--- src/rtl/uart_pkg.sv ---
// Shared definitions for the UART receive path: FSM states, frame-config bit
// positions and the clock-frequency-derived bit-time table.
package uart_pkg;

    typedef enum logic [2:0] {
        ST_IDLE,
        ST_START,
        ST_DATA,
        ST_PARITY,
        ST_STOP
    } rx_state_t;

    localparam int CNT_W    = 19;
    localparam int SW_EIGHT = 2;
    localparam int SW_PEN   = 1;
    localparam int SW_OHEL  = 0;

    // Rounded clock cycles per bit; unused selects fall back to 115200.
    function automatic logic [CNT_W-1:0] baud_count(input int clk_hz, input logic [3:0] sel);
        int rate;
        case (sel)
            4'd0:    rate = 300;
            4'd1:    rate = 1200;
            4'd2:    rate = 2400;
            4'd3:    rate = 4800;
            4'd4:    rate = 9600;
            4'd5:    rate = 19200;
            4'd6:    rate = 38400;
            4'd7:    rate = 57600;
            4'd8:    rate = 115200;
            4'd9:    rate = 230400;
            4'd10:   rate = 460800;
            4'd11:   rate = 921600;
            default: rate = 115200;
        endcase
        return CNT_W'((clk_hz + rate / 2) / rate);
    endfunction

endpackage

--- src/rtl/uart_bit_timer.sv ---
// Bit-time down-counter: loads a half or full bit period and ticks on the cycle
// before it expires, so the consumer samples exactly on the expiry edge.
module uart_bit_timer
    import uart_pkg::*;
#(
    parameter int CLK_HZ = 100_000_000
) (
    input  logic       clock,
    input  logic       reset_n,
    input  logic       i_latch,
    input  logic [3:0] i_baud,
    input  logic       i_load_half,
    input  logic       i_load_full,
    output logic       o_tick
);
    logic [3:0]       r_baud;
    logic [CNT_W-1:0] r_cnt;
    logic [3:0]       w_sel;
    logic [CNT_W-1:0] w_bt;
    logic [CNT_W-1:0] w_bt_tab [16];

    for (genvar g = 0; g < 16; g++) begin : g_bt
        assign w_bt_tab[g] = baud_count(CLK_HZ, 4'(g));
    end

    // The half-bit load happens in the same cycle the select is latched.
    assign w_sel = i_latch ? i_baud : r_baud;
    assign w_bt  = w_bt_tab[w_sel];

    always_ff @(posedge clock or negedge reset_n) begin
        if (!reset_n) begin
            r_baud <= 4'd0;
        end else if (i_latch) begin
            r_baud <= i_baud;
        end
    end

    always_ff @(posedge clock or negedge reset_n) begin
        if (!reset_n) begin
            r_cnt <= '0;
        end else if (i_load_half) begin
            r_cnt <= w_bt >> 1;
        end else if (i_load_full) begin
            r_cnt <= w_bt;
        end else if (r_cnt != '0) begin
            r_cnt <= r_cnt - 1'b1;
        end
    end

    assign o_tick = (r_cnt == CNT_W'(1));

endmodule

--- src/rtl/uart_rx_engine.sv ---
// UART receive engine: synchronizes rx, walks start/data/parity/stop bits and
// holds each finished byte with its error flags until the processor reads it.
module uart_rx_engine
    import uart_pkg::*;
#(
    parameter int CLK_HZ = 100_000_000
) (
    input  logic       clock,
    input  logic       reset_n,
    input  logic       rx,
    input  logic [3:0] baud,
    input  logic [2:0] switches,
    input  logic       read,
    output logic [7:0] data,
    output logic       rx_rdy,
    output logic       perr,
    output logic       ferr,
    output logic       ovf
);
    logic [1:0] r_sync;
    rx_state_t  r_state;
    rx_state_t  w_next;
    logic [2:0] r_sw;
    logic [2:0] r_bit_cnt;
    logic [7:0] r_shift;
    logic       r_perr;
    logic       r_done;
    logic [7:0] r_pend_data;
    logic       r_pend_perr;
    logic       r_pend_ferr;
    logic       w_rx_s;
    logic       w_tick;
    logic       w_latch;
    logic       w_load_half;
    logic       w_load_full;
    logic       w_shift_en;
    logic       w_par_en;
    logic       w_stop_en;
    logic       w_last_bit;
    logic [7:0] w_data;

    always_ff @(posedge clock or negedge reset_n) begin
        if (!reset_n) begin
            r_sync <= 2'b11;
        end else begin
            r_sync <= {r_sync[0], rx};
        end
    end

    assign w_rx_s = r_sync[1];

    uart_bit_timer #(.CLK_HZ(CLK_HZ)) u_timer (
        .clock       (clock),
        .reset_n     (reset_n),
        .i_latch     (w_latch),
        .i_baud      (baud),
        .i_load_half (w_load_half),
        .i_load_full (w_load_full),
        .o_tick      (w_tick)
    );

    assign w_data     = r_sw[SW_EIGHT] ? r_shift : {1'b0, r_shift[6:0]};
    assign w_last_bit = (r_bit_cnt == (r_sw[SW_EIGHT] ? 3'd7 : 3'd6));

    always_ff @(posedge clock or negedge reset_n) begin
        if (!reset_n) begin
            r_state <= ST_IDLE;
        end else begin
            r_state <= w_next;
        end
    end

    always_comb begin
        w_next = r_state;
        case (r_state)
            ST_IDLE:   if (!w_rx_s) w_next = ST_START;
            ST_START:  if (w_tick) w_next = w_rx_s ? ST_IDLE : ST_DATA;
            ST_DATA:   if (w_tick && w_last_bit) w_next = r_sw[SW_PEN] ? ST_PARITY : ST_STOP;
            ST_PARITY: if (w_tick) w_next = ST_STOP;
            ST_STOP:   if (w_tick) w_next = ST_IDLE;
            default:   w_next = ST_IDLE;
        endcase
    end

    always_comb begin
        w_latch     = 1'b0;
        w_load_half = 1'b0;
        w_load_full = 1'b0;
        w_shift_en  = 1'b0;
        w_par_en    = 1'b0;
        w_stop_en   = 1'b0;
        case (r_state)
            ST_IDLE: begin
                w_latch     = ~w_rx_s;
                w_load_half = ~w_rx_s;
            end
            ST_START:  w_load_full = w_tick & ~w_rx_s;
            ST_DATA: begin
                w_shift_en  = w_tick;
                w_load_full = w_tick;
            end
            ST_PARITY: begin
                w_par_en    = w_tick;
                w_load_full = w_tick;
            end
            ST_STOP:   w_stop_en = w_tick;
            default:   ;
        endcase
    end

    // Finished frame is staged so the next start bit cannot disturb it.
    always_ff @(posedge clock or negedge reset_n) begin
        if (!reset_n) begin
            r_sw        <= 3'd0;
            r_bit_cnt   <= 3'd0;
            r_shift     <= 8'd0;
            r_perr      <= 1'b0;
            r_done      <= 1'b0;
            r_pend_data <= 8'd0;
            r_pend_perr <= 1'b0;
            r_pend_ferr <= 1'b0;
        end else begin
            r_done <= w_stop_en;
            if (w_latch) begin
                r_sw      <= switches;
                r_bit_cnt <= 3'd0;
                r_perr    <= 1'b0;
            end else if (w_shift_en) begin
                r_shift[r_bit_cnt] <= w_rx_s;
                r_bit_cnt          <= r_bit_cnt + 1'b1;
            end
            if (w_par_en) begin
                r_perr <= ((^w_data) ^ w_rx_s) != r_sw[SW_OHEL];
            end
            if (w_stop_en) begin
                r_pend_data <= w_data;
                r_pend_perr <= r_sw[SW_PEN] & r_perr;
                r_pend_ferr <= ~w_rx_s;
            end
        end
    end

    // A completing frame takes priority over a read in the same cycle.
    always_ff @(posedge clock or negedge reset_n) begin
        if (!reset_n) begin
            data   <= 8'd0;
            rx_rdy <= 1'b0;
            perr   <= 1'b0;
            ferr   <= 1'b0;
            ovf    <= 1'b0;
        end else if (r_done) begin
            data   <= r_pend_data;
            perr   <= r_pend_perr;
            ferr   <= r_pend_ferr;
            ovf    <= rx_rdy & ~read;
            rx_rdy <= 1'b1;
        end else if (read) begin
            rx_rdy <= 1'b0;
            perr   <= 1'b0;
            ferr   <= 1'b0;
            ovf    <= 1'b0;
        end
    end

endmodule

--- config.mk ---
export PLATFORM = sky130hd
export DESIGN_NAME = uart_rx_engine
export DESIGN_NICKNAME = d
export VERILOG_FILES = /design/src/rtl/uart_pkg.sv /design/src/rtl/uart_bit_timer.sv /design/src/rtl/uart_rx_engine.sv
export SDC_FILE = /design/constraint.sdc
export NUM_CORES = 1
export LEC_CHECK = 0
export ABC_AREA = 1
export BUFFER_PORTS_ARGS = -buffer_cell sky130_fd_sc_hd__buf_2
export CAP_MARGIN = 10
export CORE_MARGIN = 4
export CORE_UTILIZATION = 63
export CTS_BUF_LIST = sky130_fd_sc_hd__clkbuf_8
export DETAILED_ROUTE_END_ITERATION = 10
export PLACE_DENSITY = 0.9
export SETUP_SLACK_MARGIN = 0.05
export SKIP_CTS_REPAIR_TIMING = 1
export SLEW_MARGIN = 20
export SYNTH_ARGS = -nofsm -noshare
export SYNTH_HDL_FRONTEND = slang
export SYNTH_SLANG_ARGS = --single-unit
export TNS_END_PERCENT = 100
--- constraint.sdc ---
create_clock -name clock -period 2.3 [get_ports clock]
set_input_delay 0.46 -clock clock [delete_from_list [all_inputs] [get_ports clock]]
set_output_delay 0.46 -clock clock [all_outputs]
set_load 0.02 [all_outputs]
==> reports/metrics.yaml <==
status: "completed"
num_vias: 3794
reg2regPathDepth: 12
crit_top_cell: "nand2_4"
final.setup_skew_ns: 0.0106
htreeDepth: 3
clk-insertion-delay-late_ns: 0.33
grt_pass1_wl_um: 16400
yosysWarnings: 0
grt_usage_pct: 26.9
synth-seq-cells: 66
drive_gt1_share_pct: 14.5
p_comb_share_pct: 48.8
clock_sinks: 66
synth_edf_count: 0
synth_most_common_cell: "nand2_1"
antenna_found_initial: 0
intPower_mw: 2.84
via_per_inst: 5.85
root_buffer: "clkbuf_8"
synth_top_area_share_pct: 39.5
cap_viol_max_count: 0
synth_area_leaders: "dfrtp_1, nand2_1, nand3_1, inv_1, nor2_1"
ctsLongestPathBuffers: 2
netlist_area_sq_mm: 0.00405
synthArstFlopShare_pct: 100
dieHeight_um: 88.2
fin_setup_tns_ns: 0
synth_flop_cell: "dfrtp_1"
power.share.clock_pct: 19.7
grt_max_degree: 67
period_minus_slack_ns: 2.12
worst_path_max_delay_cell: "dfrtp_1"
rsz0062_at_grt: "no"
crit_chain: "nor2_4, nand3_4, buf_4, nand2_4, nand2_4, ha_1, inv_1, nand2_4, nand3_2, nand3_1, o21ai_1, nor2_1"
syn-num-nets: 560
cp_data_arrival_time_ns: 2.33
syn_inst: 541
power_switching_share_pct: 45.8
coreArea_sq_mm: 0.00610
hold_ws_ns: 0.126
slew_viol_final: 0
fin_crit_sh_pct: 92.2
synth.distinct_cells: 39
fmax_ghz: 0.472
die_x_um: 88.2
post-route-util_pct: 72.7
hold_viol: 0
cp.required_ns: 2.51
cp-start-kind: "flop"
power_frac_seq_pct: 31.5
p_leak_nw: 2.31
end_kind: "flop"
diodes: 0
gp_congestion: 1.04
cts_buffers: 9
ys_seq_area_share_pct: 40.8
wl_per_cell_um: 14.7
crit_type: "reg2reg"
ir_worst_vdd_v: 0.000893
grt_pass1_vias: 3527
rows: 28
syn_to_final_growth_pct: 9.32
synth_common_cells: "nand2_1, dfrtp_1, nand3_1"
io_pins: 23
finalPower_mw: 5.23
drt.antenna.violating_nets: 0
first_iter_violations: 450
fin_nets: 588
start_util_pct: 66.5
cts_tree: "done"
setup_viol: 0
path_max_fanout: 10
timing.slew.headroom_pct: 67.9
power.net_switching_mw: 2.40
drc: 0
slowest_delay_ns: 0.48
syn_avg_cell_area_sq_um: 7.49
worstMarginPinSlew_ns: 0.481
synth.largest_area_cell: "dfrtp_1"
hold_path_class: "in2async"
wirelength_um: 9520
port_buffers: 22
hpwl_um: 7020
p_per_area_mw_per_mm2: 1180
clk_pin_slew_ns: 0.08
overflow: 0
drtPass1Iterations: 5
die_area_sq_mm: 0.00778
-- cells by family (layout without fill, tap and decap cells) --
family                   count (synthesis)  after routing  share of synthesized area, %
AND/OR/NAND/NOR                        330            330                          37.8
buffers and inverters                   72            105                          8.40
flip-flops                              66             66                          40.8
AO/OA/AOI/OAI                           46             46                          6.45
XOR/XNOR                                19             19                          4.11
adder cells (fa/ha/maj)                  8              8                          2.47
-- path summary, 6_finish.rpt --
path / from / end / slack (ns)
worst min register to register: r_sync[0] / r_sync[1] / 0.36
worst max register to register: r_state[0] / u_timer.r_cnt[4] / 0.18
worst max-delay path: r_state[0] / u_timer.r_cnt[4] / 0.18
max in group asynchronous: reset_n / r_sync[0] / 1.84
min in group clock: rx / r_sync[0] / 0.23
worst min-delay path: reset_n / data[4] / 0.13
-- sequential cells by signal, summed over array words and instances, names as in the netlist --
register and flops:
ovf 1, r_pend_perr 1, r_state 3, r_bit_cnt 3, r_sw 3, r_perr 1
r_done 1, r_sync 2, u_timer.r_cnt 19, u_timer.r_baud 4, r_shift 8, r_pend_data 8
perr 1, ferr 1, r_pend_ferr 1, rx_rdy 1, data 8
-- area by class of cell --
type	count	area, sq um
multi-input cells	403	2060
fillers	466	1670
flip-flops and latches	66	1650
inverters	57	214
repair buffers	32	198
clock buffers	9	124
well taps	75	93.8
clock inverters	7	88.8
-- metrics by stage --
stage / cells / worst slack (ns) / area, sq um
after floorplan: 541 / 0.368 / 4050
after global placement: 628 / 0.221 / 4180
after detailed placement: 628 / 0.127 / 4180
after CTS: 644 / 0.0929 / 4390
after global routing: 649 / 0.0331 / 4430
final: 649 / 0.179 / 4430
-- placed cells by master, fill, tap and decap left out, types with 8 or more instances in the layout --
cell type  synthesis  final
buf_4              4      9
buf_2              2     22
clkbuf_8           0      9
dfrtp_1           64     64
xor2_1            13     13
o21ai_0           21     21
nand3_1           59     59
nand4_1           18     18
nor2_1            47     47
nand2_1          166    166
inv_1             53     55
ha_1               8      8
-- worst max-delay path: cells and delay by family, from the launching register on --
family,cells,cell delay [ns]
AOI/OAI and AO/OA,1,0.16
adders and majority gates,1,0.19
buffers and inverters,2,0.31
DFF,1,0.48
and+or+nand+nor,8,0.86
-- power by group through the flow --
stage          sequential [mW]  combinational (mW)  clock, mW
2_1_floorplan             1.58                2.01          0
3_3_place_gp              1.64                2.30          0
3_5_place_dp              1.65                2.40          0
4_1_cts                   1.63                2.41       1.05
5_1_grt                   1.67                2.84       1.11
6_report                  1.65                2.55       1.03
-- per-layer routing --
layer / wire (um) / global-route usage (%) / part of all wire, % / vias up
met5: 0 / 0 / 0 / -
met4: 231 / 9.07 / 2.4 / 0
li1: - / - / - / 1798
met2: 4310 / 41.5 / 45 / 202
met1: 4140 / 37.8 / 43 / 1761
met3: 848 / 5.64 / 8.9 / 33
Power figures use the tool's default switching activity.
